### src/rtl/ir_decode_regfile_if.sv
// Decode-stage bus: write port, IR load and immediate select from the controller,
// plus the registered decode results returned to it.
interface ir_decode_regfile_if #(
  parameter int DATA_W = 16,
  parameter int REG_AW = 4
);
  logic [15:0]       in_Inst;
  logic              in_IRWrite;
  logic              in_RegWrite;
  logic [REG_AW-1:0] in_WriteAddr;
  logic [DATA_W-1:0] in_Data;
  logic [1:0]        in_ImmSel;
  logic [15:0]       out_Inst;
  logic [REG_AW-1:0] out_Rd;
  logic [DATA_W-1:0] out_RegData1;
  logic [DATA_W-1:0] out_RegData2;
  logic [DATA_W-1:0] out_Imm;
  logic              out_Valid;

  modport master (
    output in_Inst, in_IRWrite, in_RegWrite, in_WriteAddr, in_Data, in_ImmSel,
    input  out_Inst, out_Rd, out_RegData1, out_RegData2, out_Imm, out_Valid
  );

  modport slave (
    input  in_Inst, in_IRWrite, in_RegWrite, in_WriteAddr, in_Data, in_ImmSel,
    output out_Inst, out_Rd, out_RegData1, out_RegData2, out_Imm, out_Valid
  );
endinterface

### src/rtl/ir_decode_regfile.sv
// Decode stage: instruction register, immediate generator and register file with
// registered read ports, write-through bypass and hardwired-zero r0.
module ir_decode_regfile #(
  parameter int DATA_W   = 16,
  parameter int NUM_REGS = 16,
  parameter int REG_AW   = 4
) (
  input logic              CLK,
  input logic              RST,
  ir_decode_regfile_if.slave bus
);

  logic [15:0]              ir_q, ir_d;
  logic [DATA_W-1:0]        regs_q [NUM_REGS];
  logic [REG_AW-1:0]        rs1, rs2;
  logic                     wr_en;
  logic [REG_AW-1:0]        rd_q, rd_d;
  logic [DATA_W-1:0]        rdata1_q, rdata1_d;
  logic [DATA_W-1:0]        rdata2_q, rdata2_d;
  logic signed [DATA_W-1:0] imm_q, imm_d;
  logic                     irw_q, valid_q;

  function automatic logic signed [DATA_W-1:0] imm_gen(input logic [15:0] ir,
                                                       input logic [1:0]  sel);
    logic signed [3:0]  s4;
    logic signed [7:0]  s8;
    logic signed [11:0] s12;
    s4  = ir[3:0];
    s8  = ir[7:0];
    s12 = ir[11:0];
    case (sel)
      2'b00:   imm_gen = DATA_W'(s4);
      2'b01:   imm_gen = DATA_W'(s8);
      2'b10:   imm_gen = DATA_W'({ir[7:0], 8'h00});
      default: imm_gen = DATA_W'(s12);
    endcase
  endfunction

  // A same-edge write to a nonzero read address wins over the stale array entry.
  function automatic logic [DATA_W-1:0] read_port(input logic [REG_AW-1:0] addr,
                                                  input logic              we,
                                                  input logic [REG_AW-1:0] waddr,
                                                  input logic [DATA_W-1:0] wdata,
                                                  input logic [DATA_W-1:0] arr_val);
    if (addr == '0)
      read_port = '0;
    else if (we && (waddr == addr))
      read_port = wdata;
    else
      read_port = arr_val;
  endfunction

  always_comb begin
    rs1      = REG_AW'(ir_q[7:4]);
    rs2      = REG_AW'(ir_q[3:0]);
    wr_en    = bus.in_RegWrite && (bus.in_WriteAddr != '0);
    ir_d     = bus.in_IRWrite ? bus.in_Inst : ir_q;
    rd_d     = REG_AW'(ir_q[11:8]);
    rdata1_d = read_port(rs1, wr_en, bus.in_WriteAddr, bus.in_Data, regs_q[rs1]);
    rdata2_d = read_port(rs2, wr_en, bus.in_WriteAddr, bus.in_Data, regs_q[rs2]);
    imm_d    = imm_gen(ir_q, bus.in_ImmSel);
  end

  // Stage boundary: IR and register array
  always_ff @(posedge CLK) begin
    if (RST) begin
      ir_q <= '0;
      for (int i = 0; i < NUM_REGS; i++) regs_q[i] <= '0;
    end else begin
      ir_q <= ir_d;
      if (wr_en) regs_q[bus.in_WriteAddr] <= bus.in_Data;
    end
  end

  // Stage boundary: registered decode outputs, valid trails the IR load by one edge
  always_ff @(posedge CLK) begin
    if (RST) begin
      rd_q     <= '0;
      rdata1_q <= '0;
      rdata2_q <= '0;
      imm_q    <= '0;
      irw_q    <= 1'b0;
      valid_q  <= 1'b0;
    end else begin
      rd_q     <= rd_d;
      rdata1_q <= rdata1_d;
      rdata2_q <= rdata2_d;
      imm_q    <= imm_d;
      irw_q    <= bus.in_IRWrite;
      valid_q  <= irw_q;
    end
  end

  assign bus.out_Inst     = ir_q;
  assign bus.out_Rd       = rd_q;
  assign bus.out_RegData1 = rdata1_q;
  assign bus.out_RegData2 = rdata2_q;
  assign bus.out_Imm      = imm_q;
  assign bus.out_Valid    = valid_q;

endmodule

### src/flat_wrapper.sv
// flat-port wrapper written by rule: the top's interface ports become plain ports
module ir_decode_regfile_flat 
#(
  parameter int DATA_W   = 16,
  parameter int NUM_REGS = 16,
  parameter int REG_AW   = 4
)
  (CLK, RST, bus_in_Inst, bus_in_IRWrite, bus_in_RegWrite, bus_in_WriteAddr, bus_in_Data, bus_in_ImmSel, bus_out_Inst, bus_out_Rd, bus_out_RegData1, bus_out_RegData2, bus_out_Imm, bus_out_Valid);
  ir_decode_regfile_if #(.DATA_W(DATA_W), .REG_AW(REG_AW)) bus_i ();
  input logic CLK;
  input logic RST;
  input wire logic [$bits(bus_i.in_Inst)-1:0] bus_in_Inst;
  input wire logic [$bits(bus_i.in_IRWrite)-1:0] bus_in_IRWrite;
  input wire logic [$bits(bus_i.in_RegWrite)-1:0] bus_in_RegWrite;
  input wire logic [$bits(bus_i.in_WriteAddr)-1:0] bus_in_WriteAddr;
  input wire logic [$bits(bus_i.in_Data)-1:0] bus_in_Data;
  input wire logic [$bits(bus_i.in_ImmSel)-1:0] bus_in_ImmSel;
  output wire logic [$bits(bus_i.out_Inst)-1:0] bus_out_Inst;
  output wire logic [$bits(bus_i.out_Rd)-1:0] bus_out_Rd;
  output wire logic [$bits(bus_i.out_RegData1)-1:0] bus_out_RegData1;
  output wire logic [$bits(bus_i.out_RegData2)-1:0] bus_out_RegData2;
  output wire logic [$bits(bus_i.out_Imm)-1:0] bus_out_Imm;
  output wire logic [$bits(bus_i.out_Valid)-1:0] bus_out_Valid;
  assign bus_i.in_Inst = bus_in_Inst;
  assign bus_i.in_IRWrite = bus_in_IRWrite;
  assign bus_i.in_RegWrite = bus_in_RegWrite;
  assign bus_i.in_WriteAddr = bus_in_WriteAddr;
  assign bus_i.in_Data = bus_in_Data;
  assign bus_i.in_ImmSel = bus_in_ImmSel;
  assign bus_out_Inst = bus_i.out_Inst;
  assign bus_out_Rd = bus_i.out_Rd;
  assign bus_out_RegData1 = bus_i.out_RegData1;
  assign bus_out_RegData2 = bus_i.out_RegData2;
  assign bus_out_Imm = bus_i.out_Imm;
  assign bus_out_Valid = bus_i.out_Valid;
  ir_decode_regfile #(.DATA_W(DATA_W), .NUM_REGS(NUM_REGS), .REG_AW(REG_AW)) u_core (.CLK(CLK), .RST(RST), .bus(bus_i));
endmodule
### config.mk
export PLATFORM = sky130hd
export DESIGN_NAME = ir_decode_regfile_flat
export DESIGN_NICKNAME = d
export VERILOG_FILES = /design/src/rtl/ir_decode_regfile_if.sv /design/src/rtl/ir_decode_regfile.sv /design/src/flat_wrapper.sv
export SDC_FILE = /design/constraint.sdc
export NUM_CORES = 1
export LEC_CHECK = 0
export ABC_AREA = 1
export CAP_MARGIN = 20
export CELL_PAD_IN_SITES_DETAIL_PLACEMENT = 0
export CELL_PAD_IN_SITES_GLOBAL_PLACEMENT = 1
export CORE_MARGIN = 1.5
export CORE_UTILIZATION = 30
export DETAILED_ROUTE_END_ITERATION = 6
export PLACE_DENSITY = 0.68
export SLEW_MARGIN = 20
export SYNTH_ARGS = -nofsm -noshare
export SYNTH_HDL_FRONTEND = slang
export SYNTH_SLANG_ARGS = --single-unit
export TNS_END_PERCENT = 20
### constraint.sdc
create_clock -name CLK -period 1.61 [get_ports CLK]
set_input_delay 0.2415 -clock CLK [delete_from_list [all_inputs] [get_ports CLK]]
set_output_delay 0.2415 -clock CLK [all_outputs]
set_load 0.005 [all_outputs]
==> results of run 1 <==
## layout make-up
| type | count | area, sq um |
|---|---|---|
| tap | 756 | 945.9 |
| inverter | 236 | 900.9 |
| clock inverter | 22 | 206.4 |
| clock buffer | 52 | 1077 |
| sequential | 326 | 9130 |
| multi-input combinational | 1557 | 7058 |
| timing repair buffer | 329 | 4039 |
| fill | 5606 | 33030 |
## cell families (layout without fill, tap and decap cells)
| logic type | count (synthesis) | count (layout) | synth area share [%] |
|---|---|---|---|
| buf+inv | 385 | 639 | 9.103 |
| compound gates | 74 | 74 | 2.620 |
| other cells | 1 | 16 | 0.02193 |
| flops | 326 | 326 | 53.15 |
| simple gates | 1467 | 1467 | 35.10 |
## power by group
part           internal (mW)  leakage, nW  switching, mW
combinational           1.82         7.03           2.76
sequential              9.61         3.03          0.232
clock                   5.24        0.623           3.66
## through the flow
step,utilization [%],instances,total power [mW]
3_5_place_dp,36.82,3164,14.08
4_1_cts,39.45,3250,22.99
6_report,41.42,3278,23.32
3_3_place_gp,36.82,3164,14.06
2_1_floorplan,-,2268,11.94
5_1_grt,41.42,3278,24.18
## sequential cells by signal, summed over array words and instances (netlist names)
name	count
u_core.regs_q	256
u_core.bus.out_Imm	16
u_core.bus.out_Inst	16
u_core.bus.out_RegData1	16
u_core.bus.out_RegData2	16
u_core.bus.out_Rd	4
u_core.bus.out_Valid	1
u_core.irw_q	1
## layer usage
layer | global-route usage [%] | wire [microns] | up-vias
met3 | 3.740 | 5235 | 122
met2 | 34.78 | 31300 | 743
met5 | 0 | 12 | -
met4 | 8.456 | 2395 | 2
met1 | 30.43 | 29690 | 7932
li1 | - | - | 7629
## Yosys cell counts
cell type / instances / area share [%]
a21oi_1: 15 / 0.44
a21oi_4: 1 / 0.095
a31oi_1: 1 / 0.037
a31oi_2: 1 / 0.073
a31oi_4: 1 / 0.12
a41oi_1: 4 / 0.20
buf_1: 15 / 0.33
buf_2: 81 / 2.4
buf_4: 2 / 0.088
clkbuf_1: 49 / 1.1
clkbuf_2: 2 / 0.059
clkinv_1: 1 / 0.022
conb_1: 1 / 0.022
dfxtp_1: 70 / 8.2
edfxtp_1: 256 / 45
inv_1: 230 / 5.0
inv_2: 5 / 0.11
nand2_1: 697 / 15
nand2_2: 11 / 0.40
nand3_1: 359 / 11
nor2_1: 392 / 8.6
nor2_2: 3 / 0.11
nor3_1: 4 / 0.12
nor3_2: 1 / 0.059
o21ai_0: 43 / 1.3
o21ai_1: 1 / 0.029
o221ai_1: 3 / 0.15
o22a_1: 4 / 0.20
## critical path, cell delays in order (launching register included)
cell     delay [ns]
dfxtp_4        0.35
buf_12         0.12
buf_12         0.12
nand2_1        0.06
nand2_1        0.07
nor2_2         0.16
nand3_4        0.15
buf_12         0.19
buf_12         0.14
o21ai_1        0.13
nor2_1         0.06
## worst paths after layout
check / startpoint / to / slack [ns] / depth (start not counted)
setup / recovery: u_core.bus.out_Inst[1] / u_core.bus.out_RegData2[3] / -0.05 / 10
hold / removal: RST / u_core.bus.out_Imm[6] / 0.12 / 3
setup reg to reg: u_core.bus.out_Inst[1] / u_core.bus.out_RegData2[3] / -0.05 / 10
hold reg to reg: u_core.irw_q / u_core.bus.out_Valid / 0.41 / 2
## timing repair
item	4_1_cts	5_1_grt
gates cloned	2	13
resized for setup	130	192
endpoints found under the setup margin	97	33
setup buffers	10	16
pin swaps	0	52
==> run metrics, run 1 <==
Worst Hold Class primary input to flip-flop; Final WS setup -0.05313 ns; Yosys reg bits 326; CTS tree done; Cells after Synth 2,253; core area 0.05639 sq mm; DR vias/cell 5.012; die area 0.05844 sq mm; Tcrit/Tclk final 103.3%; status finished, violations left; die height 241.7 microns; remaining global-route overflow 0; WP data required 2.05 ns; post-synthesis cell type count 28; hpwl dp 45,720 microns; Antenna Cells 0; failing checks setup timing; final setup vio count 26; syn avg cell area 7.589 sq um; Wirelength per Cell 20.94 microns; power density over cell area 998.5 mW/mm^2; crit start category flip-flop; actual slew at the worst max-slew pin 0.5786 ns; CTS Buf Count 40; # hold bufs at CTS 0; TNS Setup -0.7579 ns; Max Clk Rate 601.3 MHz; Seq/Total Area, Yosys 53.15%; nets 2,532; Max IR drop VDD 614.5 uV; I/O pin count 111; Arr. time, crit path 2.11 ns; RSZ-0062 raised after global routing true; Placed Area 0.02076 sq mm; skew final 0.02555 ns; Detailed Route WL 68,630 microns; Pre-antenna DRT Iters 6; post-route ant nets 0; layout cell share with drive strength beyond 1 18.16%; final hold violation count 0; Initial Util 30.32%; commonest non-fill, non-tap cell in the layout nand2_1; Area Growth Syn to Fin 36.60%; vias in the first global route 15,440; slew margin rel. 61.42%; largest net degree at the start of global routing 45; post-layout min period 1.663 ns; mapped cell area 0.01710 sq mm; Clock Pin Slew Worst Setup and Hold Paths 0.05 ns; Rows 87; first-pass GRT wire length 97,280 microns; Crit. End Element flip-flop; pre-CTS setup slack -0.4379 ns; Hold Slack 0.1179 ns; Leak Pwr 10.68 nW; CTS sink cnt 326; Iter 0 DRT Violations 1,665; Max Cap Viol 0; chip width 241.7 microns; most frequent cells in the layout 666 x nand2_1, 351 x nor2_1, 313 x nand3_1; Final Slew Violations 0; synthesis warning total 0; final instance area 0.02336 sq mm; Final GP Congestion 0.8861; initial antenna violation count 2; htree depth 2; PortBufs 110; worst setup path class flip-flop to flip-flop; Worst Path Max Fanout 9; DRC 0; Vias 16,430; clock insertion delay at the later pin of the skew report 0.57 ns; worst-case clock buffer depth 3; CTS root buf clkbuf_16; overall global routing resource usage 22.14%
Power figures use the tool's default switching activity.
==> run 2: changes to the inputs <==
--- a/config.mk
+++ b/config.mk
@@ -12,7 +12,7 @@
 export CORE_MARGIN = 1.5
 export CORE_UTILIZATION = 30
 export DETAILED_ROUTE_END_ITERATION = 6
-export PLACE_DENSITY = 0.68
+export PLACE_DENSITY = 0.58
 export SLEW_MARGIN = 20
 export SYNTH_ARGS = -nofsm -noshare
 export SYNTH_HDL_FRONTEND = slang
==> run metrics, run 2 (synthesis results as in run 1) <==
status finished, violations left; failing checks setup timing; Comb power frac 19.2% (-0.4 points); hpwl dp 47,740 microns (+4.4%); Worst Hold Class primary input to flip-flop; remaining global-route overflow 0 (unchanged); initial antenna violation count 3 (+1); Arr. time, crit path 2.12 ns (about the same); nets 2,535 (+0.12%); worst-case clock buffer depth 3 (unchanged); Pre-antenna DRT Iters 5 (-1); Tcrit/Tclk final 103.2% (about the same); Final GP Congestion 0.8667 (-2.2%); skew final 0.01680 ns (-0.008749 ns); Crit. End Element flip-flop; chain of cells forming the critical path buf_12, buf_16, nand2_4, nand2_2, nor2_4, nand3_4, clkbuf_16, buf_6, o21ai_2, nor2_1; WP data required 2.07 ns (+0.02 ns); Wirelength per Cell 21.89 microns (+4.5%); DRC 0 (unchanged); most frequent cells in the layout 681 x nand2_1, 374 x nor2_1, 352 x nand3_1; P_sw 6.742 mW (+1.2%); Max stage delay on crit path 0.35 ns (about the same); Max IR drop VDD 675.6 uV (+9.9%); crit start category flip-flop; die area 0.05844 sq mm (unchanged); power density over cell area 1020 mW/mm^2 (+2.1%); Clock Pin Slew Worst Setup and Hold Paths 0.06 ns (about the same); final setup vio count 18 (-31%); final core utilization 40.54% (-0.88 points); Area Growth Syn to Fin 33.69%; htree depth 2 (unchanged); Max Clk Rate 601.7 MHz (about the same); clock insertion delay at the later pin of the skew report 0.57 ns (about the same); Iter 0 DRT Violations 1,654 (-0.66%); Hold Slack 0.1212 ns (+0.003301 ns); Seq pwr share 42.2% (about the same); Final WS setup -0.05197 ns (+0.001158 ns); sw frac 28.92% (+0.37 points); Rows 87 (unchanged); Leak Pwr 10.53 nW (-1.4%); DR vias/cell 4.936 (-1.5%); Detailed Route WL 71,890 microns (+4.7%); delay-heaviest family, CP buffers and inverters; commonest non-fill, non-tap cell in the layout nand2_1; largest net degree at the start of global routing 38 (-16%); I/O pin count 111 (unchanged); Clock power frac 38.6% (+0.4 points); Initial Util 30.32% (unchanged); worst setup path class flip-flop to flip-flop; # hold bufs at CTS 0 (unchanged); CTS tree done; Worst Path Max Fanout 8 (-1); die height 241.7 microns (unchanged); CTS root buf clkbuf_16; Buf/Inv on CP 4 (unchanged); Placed Area 0.02079 sq mm (+0.11%); Vias 16,210 (-1.3%); max reg flops 256 (unchanged); PortBufs 110 (unchanged); Final Slew Violations 0 (unchanged); CTS Buf Count 41 (+2.5%); first-pass GRT wire length 101,300 microns (+4.1%); chip width 241.7 microns (unchanged); core area 0.05639 sq mm (unchanged); Internal 16.57 mW (-0.57%); RSZ-0062 raised after global routing true; post-layout min period 1.662 ns (-0.001157 ns); Max Cap Viol 0 (unchanged); post-route ant nets 0 (unchanged); final instance area 0.02286 sq mm (-2.1%); overall global routing resource usage 23.21% (+1.1 points); layout cell share with drive strength beyond 1 14.81% (-3.4 points); final hold violation count 0 (unchanged); Top reg by flops u_core.regs_q; vias in the first global route 15,460 (+0.14%); actual slew at the worst max-slew pin 0.5508 ns (-0.02789 ns); CTS sink cnt 326 (unchanged); slew margin rel. 63.28% (+1.9 points); TNS Setup -0.4264 ns (+0.3315 ns); Crit-path slowest cell dfxtp_4
## run 2: cell types whose count changed in the layout (fill, tap and decap cells not counted), sizes merged, moves of 2 or more
cell / delta
buf: +3
clkbuf: +3
clkinv: +3
inv: -3
diode: +2
## run 2: worst paths after layout
kind                     startpoint                    endpoint  slack (ns)  depth (start not counted)
max          u_core.bus.out_Inst[0]  u_core.bus.out_RegData2[7]       -0.05                         10
min                             RST       u_core.bus.out_Imm[4]        0.12                          3
max reg2reg  u_core.bus.out_Inst[0]  u_core.bus.out_RegData2[7]       -0.05                         10
min reg2reg            u_core.irw_q        u_core.bus.out_Valid        0.41                          2
## run 2: layer usage
metal	vias to the layer above	track usage (%)	share of wire (%)
li1	7644	-	-
met1	7799	32.29	45
met2	648	36.14	45
met3	117	5.006	7.6
met4	2	6.801	2.9
met5	-	0	0.021
## run 2: stage by stage
step / cells / worst slack [ns] / total power, mW
2_1_floorplan: 2268 / -0.1524 / 11.94
3_3_place_gp: 3175 / -0.4775 / 14.17
3_5_place_dp: 3175 / -0.4719 / 14.18
4_1_cts: 3262 / -0.1091 / 23.22
5_1_grt: 3283 / -0.1204 / 24.24
6_report: 3284 / -0.05197 / 23.31
## run 2: power by group through the flow
| stage | sequential (mW) | clock [mW] | combinational [mW] |
|---|---|---|---|
| floorplan | 9.94 | 0 | 2.00 |
| global placement | 10.0 | 0 | 4.15 |
| detailed placement | 10.0 | 0 | 4.15 |
| CTS | 9.85 | 9.19 | 4.18 |
| global route | 9.89 | 9.53 | 4.82 |
| finish | 9.84 | 8.99 | 4.48 |
## run 2: tightest hold or removal path, stage by stage
cell	delay, ns
buf_2	0.10
buf_4	0.23
a21oi_1	0.06
## run 2: layout make-up
type	instances	area (sq um)
multi-input combinational	1557	6666
inverter	236	910.9
tap	756	945.9
timing repair buffer	331	3914
clock buffer	54	1117
clock inverter	22	167.7
antenna	2	5.005
sequential	326	9133
fill	5809	33530
## run 2: what timing repair did
item                                   4_1_cts  5_1_grt
pin swaps                                    5       11
gates resized for setup                    137       77
setup endpoints to repair                   96       33
endpoints found under the hold margin        0        0
buffers inserted                            10        8
cloned                                       1       12
